### src/rtl/ariane_pkg.sv
// Frontend types shared between the BTB and the update queue that feeds it.
package ariane_pkg;

  typedef struct packed {
    logic        valid;
    logic [63:0] pc;
    logic [63:0] target_address;
  } btb_update_t;

endpackage

### src/rtl/btb_update_queue.sv
// FIFO of resolved BTB updates; push-to-output latency 1 cycle, head held while btb_busy_i, ready low only when full.
// Define BTB_UPDQ_COALESCE_EN to merge an incoming update into a queued entry with the same pc[63:1].
module btb_update_queue #(
  parameter int unsigned DEPTH = 4
) (
  input  logic                      clk_i,
  input  logic                      rst_i,
  input  logic                      flush_i,
  input  logic                      debug_mode_i,
  input  logic                      resolve_valid_i,
  input  logic [63:0]               resolve_pc_i,
  input  logic [63:0]               resolve_target_i,
  output logic                      resolve_ready_o,
  input  logic                      btb_busy_i,
  output ariane_pkg::btb_update_t   btb_update_o,
  output logic [$clog2(DEPTH):0]    count_o,
  output logic                      coalesced_o
);

  localparam int unsigned PW = $clog2(DEPTH);

  logic [PW-1:0] rd_ptr_q, rd_ptr_d;
  logic [PW-1:0] wr_ptr_q, wr_ptr_d;
  logic [PW:0]   count_q, count_d;
  logic [63:0]   pc_q  [DEPTH];
  logic [63:0]   pc_d  [DEPTH];
  logic [63:0]   tgt_q [DEPTH];
  logic [63:0]   tgt_d [DEPTH];

  logic push, pop, alloc, merge;

  assign resolve_ready_o = (count_q != (PW+1)'(DEPTH)) || debug_mode_i;
  assign pop   = (count_q != '0) && !btb_busy_i && !flush_i && !rst_i;
  assign push  = resolve_valid_i && resolve_ready_o && !debug_mode_i && !flush_i;
  assign alloc = push && !merge;

`ifdef BTB_UPDQ_COALESCE_EN
  logic [PW-1:0] merge_idx;
  logic          coalesced_q, coalesced_d;

  // A head entry leaving this cycle is no longer a merge target; the update allocates behind it.
  always_comb begin
    logic [PW-1:0] offs;
    merge     = 1'b0;
    merge_idx = '0;
    offs      = '0;
    for (int i = 0; i < DEPTH; i++) begin
      offs = PW'(i) - rd_ptr_q;
      if (({1'b0, offs} < count_q) &&
          (pc_q[i][63:1] == resolve_pc_i[63:1]) &&
          !((PW'(i) == rd_ptr_q) && pop)) begin
        merge     = push;
        merge_idx = PW'(i);
      end
    end
  end

  assign coalesced_d = merge;
  assign coalesced_o = coalesced_q;

  always_ff @(posedge clk_i) begin
    if (rst_i) coalesced_q <= 1'b0;
    else       coalesced_q <= coalesced_d;
  end
`else
  assign merge       = 1'b0;
  assign coalesced_o = 1'b0;
`endif

  always_comb begin
    pc_d  = pc_q;
    tgt_d = tgt_q;
    if (alloc) begin
      pc_d[wr_ptr_q]  = resolve_pc_i;
      tgt_d[wr_ptr_q] = resolve_target_i;
    end
`ifdef BTB_UPDQ_COALESCE_EN
    if (merge) tgt_d[merge_idx] = resolve_target_i;
`endif
  end

  always_comb begin
    rd_ptr_d = rd_ptr_q;
    wr_ptr_d = wr_ptr_q;
    count_d  = count_q;
    if (flush_i) begin
      rd_ptr_d = '0;
      wr_ptr_d = '0;
      count_d  = '0;
    end else begin
      if (pop)   rd_ptr_d = rd_ptr_q + PW'(1);
      if (alloc) wr_ptr_d = wr_ptr_q + PW'(1);
      case ({alloc, pop})
        2'b10:   count_d = count_q + (PW+1)'(1);
        2'b01:   count_d = count_q - (PW+1)'(1);
        default: count_d = count_q;
      endcase
    end
  end

  always_ff @(posedge clk_i) begin
    if (rst_i) begin
      rd_ptr_q <= '0;
      wr_ptr_q <= '0;
      count_q  <= '0;
    end else begin
      rd_ptr_q <= rd_ptr_d;
      wr_ptr_q <= wr_ptr_d;
      count_q  <= count_d;
    end
  end

  always_ff @(posedge clk_i) begin
    pc_q  <= pc_d;
    tgt_q <= tgt_d;
  end

  assign btb_update_o.valid          = pop;
  assign btb_update_o.pc             = pc_q[rd_ptr_q];
  assign btb_update_o.target_address = tgt_q[rd_ptr_q];
  assign count_o                     = count_q;

endmodule

### config.mk
export PLATFORM = sky130hd
export DESIGN_NAME = btb_update_queue
export DESIGN_NICKNAME = d
export VERILOG_FILES = /design/src/rtl/ariane_pkg.sv /design/src/rtl/btb_update_queue.sv
export SDC_FILE = /design/constraint.sdc
export NUM_CORES = 1
export LEC_CHECK = 0
export ABC_CLOCK_PERIOD_IN_PS = 5500
export BUFFER_PORTS_ARGS = -buffer_cell sky130_fd_sc_hd__buf_2
export CAP_MARGIN = 30
export CORE_ASPECT_RATIO = 2
export CORE_UTILIZATION = 57
export DETAILED_ROUTE_END_ITERATION = 8
export GPL_TIMING_DRIVEN = 0
export HOLD_SLACK_MARGIN = 0.02
export PLACE_DENSITY = 0.91
export SLEW_MARGIN = 15
export SYNTH_ARGS = -nofsm -noshare
export SYNTH_HDL_FRONTEND = slang
export SYNTH_SLANG_ARGS = --single-unit
### constraint.sdc
create_clock -name clk_i -period 5.5 [get_ports clk_i]
set_clock_uncertainty 0.05 [all_clocks]
set_input_delay 0 -clock clk_i [delete_from_list [all_inputs] [get_ports clk_i]]
set_output_delay 0 -clock clk_i [all_outputs]
set_load 0.02 [all_outputs]
Word-level counts from Yosys, hierarchy flattened. Index checks and enable logic that the tools add are counted. Widths: inputs -> output; s select.

$add $sub $neg: 4. $lt $le $gt $ge: 3. Eq/ne operators: 3. Mux-type cells: 11. Bitwise logic cells: 2. Reductions and logical operators: 15.

Operators by type and width (count): $bwmux 256 (2); $mux 64 (5); $bmux 64 s2 (2); $demux 64 s2 (1); $logic_and 1x1->1 (7); $ge 3x3->1 const B (2); $not 2->3 (2); $pmux 3 s2 (1); $add 2x1->2 const B (2); $logic_not 1->1 (4); $add 3x1->3 const B (1); $lt 3x1->1 const B (1); $ne 3x3->1 const B (1); $reduce_bool 3->1 (1); $sub 3x1->3 const B (1); $eq 2x1->1 const B (1); $eq 2x2->1 const B (1); $reduce_bool 2->1 (1); $reduce_or 2->1 (1); $logic_or 1x1->1 (1).

Register bits after elaboration: 519. Output and inout bits: 134.

Depth between registers and ports, before layout. Gate-level depths: netlist (run 1).

Depth after elaboration: 7. Gate-level depth with buffers: 9. Mapped depth without buffers: 9.

Worst setup path after synthesis (run 1). No wires, ideal clock.

Path type: reg-to-reg. Start point: register count_q[0], in the netlist count_o[0]. End point: register pc_q[0] (netlist bit), enable pin. Arrival time: 3.710 ns. Data required time: 4.947 ns. Slack: 1.237 ns. Cell stages (with the launch flop): 3. Period minus slack after synthesis: 4.263 ns. Path through: dfxtp_1 or3b_2 and3_1.

Longest elaborated chain between the ends: 5.

Ends and longest elaborated chain: start: declaration (RTL line btb_update_queue.sv:24) `logic [PW:0] count_q, count_d;`; start signal: assignment (RTL line btb_update_queue.sv:109) `count_q <= count_d;`; $ne 3x3->1 (RTL line btb_update_queue.sv:32) `assign resolve_ready_o = (count_q != (PW+1)'(DEPTH)) || debug_mode_i;`; $logic_or 1x1->1 (RTL line btb_update_queue.sv:32); $logic_and 1x1->1 (3 in a row) (RTL line btb_update_queue.sv:34) `assign push = resolve_valid_i && resolve_ready_o && !debug_mode_i && !flush_i;`; end signal: assignment (RTL line btb_update_queue.sv:114) `pc_q <= pc_d;`; end: declaration (RTL line btb_update_queue.sv:25) `logic [63:0] pc_q [DEPTH];`.

Every way passes these cells. A chain may end at the register's enable or synchronous reset.

==> impl_summary.log, run 1 <==
[metrics] run status: completed
[metrics] antenna violations before repair: 5
[metrics] number of hold violations in the final report: 0
[metrics] Comb power frac: 4.1%
[metrics] slowest cell on the critical path: clkbuf_1
[metrics] pwr/cell area: 324.5 mW/mm^2
[metrics] final weighted congestion in routability-driven placement: 0.7448
[metrics] first-pass GRT wire length: 60420 um
[metrics] via count of the first global-routing pass: 10.11k
[metrics] share of total power in sequential cells: 56.7%
[metrics] Worst Max-Slew Pin Slew: 0.7996 ns
[metrics] area added between synthesis and finish: 25.75%
[metrics] latest clock arrival within the worst-skew pair: 0.54 ns
[metrics] number of vias per cell after detailed routing: 5.781
[metrics] synthesized net count: 867
[metrics] number of unique standard cell types used by synthesis: 26
[metrics] number of violations of the max-capacitance limit: 0
[metrics] FP Rows: 94
[metrics] final design instance area without fill: 0.02382 mm^2
[metrics] clock network power share: 39.1%
[metrics] most common flop cell mapped by yosys: edfxtp_1
[metrics] clock transition at the registers of the reported paths: 0.07 ns
[metrics] first-pass detailed-route iteration total: 8
[metrics] number of CTS-inserted buffers: 43
[metrics] Achievable Freq: 389.9 MHz
[metrics] vertical die dimension: 259.8 um
[metrics] critical path data required time: 5.45 ns
[metrics] setup repair after global routing missed its margin: no
[metrics] WS Path Type: flip-flop to output pin
[metrics] leakage: 7.996 nW
[metrics] Yosys warning count: 0
[metrics] critical path's top delay family: buffers and inverters
[metrics] total count of max-transition violations in the final report: 0
[metrics] Arr. time, crit path: 2.51 ns
[metrics] cell area after placement: 0.02106 mm^2
[metrics] sink count of the clock tree: 519
[metrics] synthesized instance count: 727
[metrics] count of input and output buffers: 266
[metrics] IO Pins: 268
[metrics] Wirelength per Cell: 25.19 um
[metrics] placed wire-length estimate after detailed placement: 24550 um
[metrics] global route total overflow: 0
[metrics] number of DRC violations after detailed-routing iteration 0: 527
[metrics] worst-case clock buffer depth: 3
[metrics] switching power total: 1.479 mW
[metrics] Horiz. Die Dim: 130.9 um
[metrics] fin crit period: 2.565 ns
[metrics] fraction of layout cells with a size suffix above 1: 40.96%
[metrics] most common cell type on the critical path: buf_2
[metrics] fraction of registers with async set or reset after synthesis: 0%
[metrics] largest net degree at the start of global routing: 52
[metrics] maximum single-stage delay on the critical path: 0.56 ns
[metrics] CTS tree: built
[metrics] Core Footprint: 0.03281 mm^2
[metrics] final-layout setup total negative slack: 0 ns
[metrics] peak fanout along the critical path: 10
[metrics] Die ar.: 0.03401 mm^2
[metrics] final routed DRC violation total: 0
[metrics] worst supply voltage drop on vdd: 330.6 uV
[metrics] Power Internal: 6.252 mW
[metrics] root buffer selected by CTS: clkbuf_16
[metrics] sequential-to-total area share from yosys stat: 81.90%
[metrics] mapped cell area: 0.01894 mm^2
[metrics] final clock period utilization by the worst path: 46.63%
[metrics] number of nets in the final layout: 1324
[metrics] via count: 9527
[metrics] total power: 7.732 mW
[metrics] global-route total usage across every layer: 25.03%
[metrics] post-synthesis sequential element count: 519
[metrics] EDFF count, synth: 512
[metrics] Final Routed Wirelength: 41510 um
[metrics] type of the tightest min-delay check: input pin to flip-flop
[metrics] startpoint type of the worst setup path: flip-flop
[metrics] total buffers and inverters traversed by the critical path: 3
[metrics] Post-DRT Antenna Nets: 0
[metrics] type of element capturing the critical path: output pin
[metrics] Starting Density: 57.73%
[metrics] H-tree levels: 2
[metrics] switching power share of the total: 19.13%
[metrics] Max-slew headroom: 46.70%
[metrics] Setup Viol. Count Final: 0
[metrics] Mean Syn Cell Area: 26.06 um^2
[metrics] cell chain of the critical path: clkbuf_1, buf_2, mux4_2, buf_2
==> power groups by stage <==
stage | registers, mW | clock network (mW) | logic [mW]
after floorplan | 4.48 | 0 | 0.0988
after CTS | 4.39 | 3.04 | 0.317
after detailed placement | 4.47 | 0 | 0.234
after global placement | 4.48 | 0 | 0.214
final | 4.39 | 3.02 | 0.320
after global routing | 4.39 | 3.18 | 0.340
==> kinds of logic after synthesis <==
group,Yosys count,share of synthesized area (%)
AOI/OAI and AO/OA,10,0.2774
xor gates and xnor gates,2,0.09248
adders and majority gates,6,0.4359
buffers and inverters,38,1.347
DFF,519,81.90
muxes,128,15.22
other,1,0.01979
and+or+nand+nor,23,0.7133
==> final timing paths <==
kind                              from           endpoint  slack, ns  cells after the start
setup / recovery           rd_ptr_q[1]  btb_update_o[102]       2.94                      4
hold / removal    resolve_target_i[42]         tgt_q[106]       0.15                      2
setup reg to reg            count_o[2]         count_o[2]       3.07                      9
hold reg to reg             count_o[2]         count_o[2]       0.56                      2
==> layer usage <==
layer	wire length (um)	global-route usage (%)	up-vias
met5	0	0	-
met4	1900	11.81	0
met3	2127	3.394	103
met2	23190	45.27	447
met1	14290	28.95	4935
li1	-	-	4042
==> cell type report <==
class | count | area (um^2)
Antenna cell | 5 | 12.51
Sequential cell | 519 | 15510
Clock buffer | 51 | 1149
Timing Repair Buffer | 412 | 2933
Fill cell | 1774 | 8991
Buffer | 32 | 232.7
Inverter | 6 | 22.52
Clock inverter | 21 | 224.0
Multi-Input combinational cell | 170 | 3194
Tap cell | 432 | 540.5
==> stage by stage <==
stage | hold WS (ns) | setup WS [ns] | utilization (%) | cells
after global routing | 0.1511 | 2.831 | 72.60 | 1648
after CTS | 0.1358 | 2.881 | 72.56 | 1643
after floorplan | 0.04887 | 1.237 | - | 727
after detailed placement | 0.1661 | 3.205 | 64.17 | 1433
after global placement | 0.1591 | -0.8197 | 63.44 | 1425
final | 0.1526 | 2.935 | 72.60 | 1648
==> sequential cells by signal, summed over array words and instances (netlist names) <==
name / flops
wr_ptr_q: 2
pc_q: 256
rd_ptr_q: 2
tgt_q: 256
count_o: 3
==> repair_timing <==
| action | CTS | global route |
|---|---|---|
| resized for setup | 0 | 0 |
| hold buffers | 138 | 0 |
| buffers inserted | 0 | 0 |
| hold endpoints to repair | 519 | 0 |
==> cells in the final DEF (no fill, tap or decap), drive strengths merged, types with 2 or more instances in the layout <==
master	count
clkbuf	53
and3	4
diode	5
nand2b	2
mux4	128
nor2	5
ha	5
dfxtp	7
clkinv	15
a21oi	5
buf	304
xor2	2
nor3	2
edfxtp	512
or3b	2
dlygate4sd3	138
bufinv	5
inv	7
o21ai	4
nor3b	2
or3	3
==> Yosys cell counts (2+ instances only) <==
library cell	n	share of area, %
nand2b_1	2	0.066
nor3_1	2	0.053
buf_6	11	0.65
or3_1	3	0.099
nor2_1	5	0.099
dfxtp_1	7	0.74
edfxtp_1	512	81
nor3b_1	2	0.079
ha_1	5	0.33
a21oi_1	5	0.13
buf_2	15	0.40
and3_1	4	0.13
clkbuf_1	2	0.040
buf_4	3	0.12
or3b_2	2	0.092
inv_1	6	0.12
o21ai_0	4	0.11
mux4_2	128	15
xor2_1	2	0.092
Note: power is estimated with default switching activity, not from simulation.
==> inputs of run 2 (changes only) <==
--- a/config.mk
+++ b/config.mk
@@ -5,7 +5,7 @@
 export SDC_FILE = /design/constraint.sdc
 export NUM_CORES = 1
 export LEC_CHECK = 0
-export ABC_CLOCK_PERIOD_IN_PS = 5500
+export ABC_CLOCK_PERIOD_IN_PS = 2640
 export BUFFER_PORTS_ARGS = -buffer_cell sky130_fd_sc_hd__buf_2
 export CAP_MARGIN = 30
 export CORE_ASPECT_RATIO = 2
==> constraint.sdc (replaced) <==
create_clock -name clk_i -period 2.64 [get_ports clk_i]
set_clock_uncertainty 0.05 [all_clocks]
set_input_delay 0 -clock clk_i [delete_from_list [all_inputs] [get_ports clk_i]]
set_output_delay 0 -clock clk_i [all_outputs]
set_load 0.02 [all_outputs]
==> run 2 against run 1 <==
Wire length up 3.4%. Sequential power up 110%. Cell count up 0.36%. First-iteration DRC count up 39%. Highest routed layer is now met5. Via count up 0.73%. Core utilization down 0.17 points. Largest cell class unchanged.
==> impl_summary.log, run 2 (synthesis results as in run 1) <==
[metrics] number of DRC violations after detailed-routing iteration 0: 734
[metrics] commonest non-fill, non-tap cell in the layout: edfxtp_1
[metrics] first-pass GRT wire length: 62110 um
[metrics] Wirelength per Cell: 25.94 um
[metrics] Starting Density: 57.73%
[metrics] total buffers and inverters traversed by the critical path: 2
[metrics] Worst Max-Slew Pin Slew: 0.7528 ns
[metrics] global route total overflow: 0
[metrics] placed wire-length estimate after detailed placement: 25210 um
[metrics] Arr. time, crit path: 3.00 ns
[metrics] sink count of the clock tree: 519
[metrics] cell area after placement: 0.02105 mm^2
[metrics] FP Rows: 94
[metrics] critical path's top delay family: buffers and inverters
[metrics] via count of the first global-routing pass: 10.32k
[metrics] gr busiest metal: met2
[metrics] Max-slew headroom: 49.82%
[metrics] first-pass detailed-route iteration total: 7
[metrics] run status: completed
[metrics] antenna violations before repair: 7
[metrics] critical path data required time: 3.02 ns
[metrics] pre-CTS setup slack: 0.1916 ns
[metrics] area added between synthesis and finish: 25.46%
[metrics] Die ar.: 0.03401 mm^2
[metrics] worst supply voltage drop on vdd: 843.0 uV
[metrics] H-tree levels: 2
[metrics] number of buffers inserted to repair setup after CTS: 0
[metrics] worst setup slack for register-to-register paths: 0.01 ns
[metrics] IO Pins: 268
[metrics] worst reg-to-reg path cell count: 5
[metrics] vertical die dimension: 259.8 um
[metrics] fraction of layout cells with a size suffix above 1: 41.25%
[metrics] CTS tree: built
[metrics] clock transition at the registers of the reported paths: 0.07 ns
[metrics] leakage: 7.969 nW
[metrics] pwr/cell area: 666.5 mW/mm^2
[metrics] Achievable Freq: 380.8 MHz
[metrics] Final Routed Wirelength: 42910 um
[metrics] number of vias per cell after detailed routing: 5.802
[metrics] final weighted congestion in routability-driven placement: 0.7432
[metrics] total count of max-transition violations in the final report: 0
[metrics] Hold Slack: 0.1541 ns
[metrics] setup repair after global routing missed its margin: no
[metrics] global-route track usage on met2: 46.44%
[metrics] peak fanout along the critical path: 6
[metrics] final clock period utilization by the worst path: 99.46%
[metrics] fin crit period: 2.626 ns
[metrics] Post-DRT Antenna Nets: 0
[metrics] root buffer selected by CTS: clkbuf_16
[metrics] logic depth of the worst path, buffers included: 5
[metrics] largest net degree at the start of global routing: 51
[metrics] via count: 9597
[metrics] final design instance area without fill: 0.02377 mm^2
[metrics] slowest cell on the critical path: or3b_2
[metrics] type of the tightest min-delay check: input pin to flip-flop
[metrics] latest clock arrival within the worst-skew pair: 0.55 ns
[metrics] number of cells traversed by the worst hold path: 2
[metrics] most used cells in the layout excluding fill and tap cells: edfxtp_1, buf_2, dlygate4sd3_1, mux4_2, clkbuf_16
[metrics] grt met3 use: 4.279%
[metrics] final routed DRC violation total: 0
[metrics] startpoint type of the worst setup path: flip-flop
[metrics] Horiz. Die Dim: 130.9 um
[metrics] number of nets in the final layout: 1324
[metrics] count of input and output buffers: 266
[metrics] Setup Viol. Count Final: 0
[metrics] most common cell type on the critical path: dlygate4sd3_1
[metrics] number of CTS-inserted buffers: 43
[metrics] cell chain of the critical path: or3b_2, nand4_1, dlygate4sd3_1, o31ai_1, dlygate4sd3_1
[metrics] type of element capturing the critical path: flip-flop
[metrics] WS Path Type: flip-flop to flip-flop
[metrics] number of hold violations in the final report: 0
[metrics] met1 layer usage reported by global route: 28.94%
[metrics] maximum single-stage delay on the critical path: 0.58 ns
[metrics] smallest setup slack after layout: 0.01426 ns
[metrics] Core Footprint: 0.03281 mm^2
[metrics] worst-case clock buffer depth: 3
[metrics] number of violations of the max-capacitance limit: 0
[metrics] global-route total usage across every layer: 25.85%
[metrics] end-of-flow core utilization: 72.43%
[run 2: final cells by class]
class,count,area [um^2]
antenna,5,12.51
buffer,32,234.0
clock buffer,54,1137
clock inverter,24,176.4
fill,1775,9046
inverter,6,22.52
multi-input combinational,170,3204
sequential,519,15510
tap,432,540.5
timing repair buffer,412,2925
[run 2: routing by layer]
layer | vias up | routed length, um
met4 | 4 | 2294
met2 | 497 | 24020
li1 | 4056 | -
met1 | 4902 | 14290
met3 | 138 | 2274
met5 | - | 22
[run 2: through the flow]
stage	TNS, ns	cells	power [mW]
finish	0	1654	15.84
global route	0	1653	16.22
CTS	0	1649	15.87
detailed placement	0	1433	9.808
global placement	-618.83	1425	9.763
floorplan	-90.16	727	9.524
[run 2: power breakdown]
part | switching [mW] | internal (mW) | total, mW
combinational | 0.349 | 0.324 | 0.673
clock | 2.76 | 3.27 | 6.03
sequential | 0.0211 | 9.12 | 9.14
[run 2: worst register-to-register path, delay by kind of cell, from the launching register on]
| family | cells | cell delay, ns |
|---|---|---|
| buffers and inverters | 2 | 1.16 |
| and+or+nand+nor | 2 | 0.74 |
| DFF | 1 | 0.47 |
| AOI/OAI and AO/OA | 1 | 0.08 |
[run 2: path summary, 6_finish.rpt]
path                        startpoint     endpoint
hold / removal    resolve_target_i[62]    tgt_q[62]
hold reg to reg            rd_ptr_q[1]  rd_ptr_q[1]
setup / recovery            count_o[2]  wr_ptr_q[1]
setup reg to reg            count_o[2]  wr_ptr_q[1]
[run 2: repair_timing]
action                                  in CTS  in global routing
hold buffers                               138                  0
gates resized for setup                      0                  4
hold endpoints to repair                   519                  0
endpoints found under the setup margin       0                 80
==> inputs of run 3 (changes only) <==
--- a/config.mk
+++ b/config.mk
@@ -5,7 +5,7 @@
 export SDC_FILE = /design/constraint.sdc
 export NUM_CORES = 1
 export LEC_CHECK = 0
-export ABC_CLOCK_PERIOD_IN_PS = 2640
+export ABC_CLOCK_PERIOD_IN_PS = 2700
 export BUFFER_PORTS_ARGS = -buffer_cell sky130_fd_sc_hd__buf_2
 export CAP_MARGIN = 30
 export CORE_ASPECT_RATIO = 2
==> constraint.sdc (replaced) <==
create_clock -name clk_i -period 2.7 [get_ports clk_i]
set_clock_uncertainty 0.05 [all_clocks]
set_input_delay 0 -clock clk_i [delete_from_list [all_inputs] [get_ports clk_i]]
set_output_delay 0 -clock clk_i [all_outputs]
set_load 0.02 [all_outputs]
==> run 3 against run 2 <==
Global-route usage did not move. Cell count unchanged. Largest cell class unchanged. Largest power group unchanged. First-iteration DRC count shrank 0.27%. Die area is the same.
==> impl_summary.log, run 3 (synthesis results as in run 1) <==
[metrics] run status: completed
[metrics] global-route total usage across every layer: 25.85%
[metrics] type of element capturing the critical path: flip-flop
[metrics] worst supply voltage drop on vdd: 832.8 uV
[metrics] first-pass detailed-route iteration total: 7
[metrics] Setup Viol. Count Final: 0
[metrics] via count of the first global-routing pass: 10.32k
[metrics] smallest setup slack after layout: 0.03235 ns
[metrics] area added between synthesis and finish: 25.43%
[metrics] total power: 15.50 mW
[metrics] Achievable Freq: 374.9 MHz
[metrics] final routed DRC violation total: 0
[metrics] setup repair after global routing missed its margin: no
[metrics] most used cells in the layout excluding fill and tap cells: edfxtp_1, buf_2, dlygate4sd3_1, mux4_2, clkbuf_16
[metrics] global route total overflow: 0
[metrics] leakage: 7.969 nW
[metrics] number of CTS-inserted buffers: 43
[metrics] Hold Slack: 0.1520 ns
[metrics] pre-CTS setup slack: 0.2516 ns
[metrics] startpoint type of the worst setup path: input pin
[metrics] pwr/cell area: 652.2 mW/mm^2
[metrics] IO Pins: 268
[metrics] number of fill cells in the layout: 1776
[metrics] worst-case clock buffer depth: 3
[metrics] Wirelength per Cell: 25.92 um
[metrics] count of input and output buffers: 266
[metrics] Starting Density: 57.73%
[metrics] max layer used: met5
[metrics] final clock period utilization by the worst path: 98.80%
[metrics] vertical die dimension: 259.8 um
[metrics] total count of max-transition violations in the final report: 0
[metrics] final weighted congestion in routability-driven placement: 0.7432
[metrics] H-tree levels: 2
[metrics] Die ar.: 0.03401 mm^2
[metrics] latest clock arrival within the worst-skew pair: 0.55 ns
[metrics] fin crit period: 2.668 ns
[metrics] Arr. time, crit path: 3.09 ns
[metrics] WS Path Type: input pin to flip-flop
[metrics] Max-slew headroom: 49.02%
[metrics] critical path data required time: 3.12 ns
[metrics] Worst Max-Slew Pin Slew: 0.7647 ns
[metrics] root buffer selected by CTS: clkbuf_16
[metrics] antenna violations before repair: 7
[metrics] first-pass GRT wire length: 62110 um
[metrics] FP Rows: 94
[metrics] largest net degree at the start of global routing: 51
[metrics] fraction of layout cells with a size suffix above 1: 41.17%
[metrics] number of violations of the max-capacitance limit: 0
[metrics] Final Routed Wirelength: 42870 um
[metrics] routed length on met3: 2260 um
[metrics] number of nets in the final layout: 1324
[metrics] Horiz. Die Dim: 130.9 um
[metrics] FF/Latch Area: 0.01551 mm^2
[metrics] number of hold violations in the final report: 0
[metrics] final-layout setup total negative slack: 0 ns
[metrics] area occupied by multi-input gates: 0.003199 mm^2
[metrics] peak fanout along the critical path: 8
[metrics] via count: 9553
[metrics] sink count of the clock tree: 519
[metrics] Core Footprint: 0.03281 mm^2
[metrics] M1 wire length: 14220 um
[metrics] clock transition at the registers of the reported paths: 0.07 ns
[metrics] type of the tightest min-delay check: input pin to flip-flop
[metrics] met2 routed WL: 24100 um
[metrics] Post-DRT Antenna Nets: 0
[metrics] number of vias per cell after detailed routing: 5.776
[metrics] number of DRC violations after detailed-routing iteration 0: 732
[metrics] placed wire-length estimate after detailed placement: 25210 um
[metrics] commonest non-fill, non-tap cell in the layout: edfxtp_1
[metrics] CTS tree: built
==> run 3: worst paths after layout <==
| kind | end | from | slack, ns | cells after the start |
|---|---|---|---|---|
| hold / removal | tgt_q[233] | resolve_target_i[41] | 0.15 | 2 |
| hold reg to reg | count_o[2] | count_o[2] | 0.58 | 2 |
| setup / recovery | count_o[2] | flush_i | 0.03 | 11 |
| setup reg to reg | count_o[2] | count_o[1] | 0.08 | 8 |
==> run 3: worst max-delay path: stages <==
cell and delay, ns:
dlygate4sd3_1 0.54, buf_2 0.15, or2_2 0.29, clkbuf_1 0.22
nor3_1 0.39, ha_1 0.27, inv_1 0.07, fa_1 0.38
xor2_1 0.19, or3_1 0.38, a21oi_1 0.20
==> run 3: layout make-up <==
| cell class | count | area share [%] |
|---|---|---|
| multi-input cells | 170 | 13.46 |
| clock inverters | 24 | 0.7424 |
| inverters | 6 | 0.09478 |
| plain buffers | 32 | 0.9846 |
| well taps | 432 | 2.275 |
| clock buffers | 54 | 4.786 |
| diodes | 5 | 0.05265 |
| repair buffers | 412 | 12.31 |
| flip-flops and latches | 519 | 65.29 |
==> run 3: what timing repair did <==
action                                  CTS  global route
resized for setup                         0             3
hold buffers                            138             0
hold endpoints to repair                519             0
endpoints found under the setup margin    0             2
setup buffers                             0             0
==> run 3: power breakdown <==
group | switching (mW) | total (mW) | internal [mW]
clock network | 2.71 | 5.90 | 3.20
registers | 0.0207 | 8.94 | 8.92
logic | 0.341 | 0.658 | 0.317
==> run 3: routing by layer <==
layer  track usage, %  vias up
met5                0        -
met2            46.44      457
met4            13.60        4
met3            4.279      133
met1            28.94     4904
li1                 -     4055
==> run 3: through the flow <==
stage | area, um^2 | instances | utilization [%]
6_report | 23760 | 1654 | 72.42
3_3_place_gp | 20820 | 1425 | 63.45
4_1_cts | 23740 | 1649 | 72.36
5_1_grt | 23760 | 1653 | 72.41
3_5_place_dp | 21050 | 1433 | 64.15
2_1_floorplan | 18950 | 727 | -
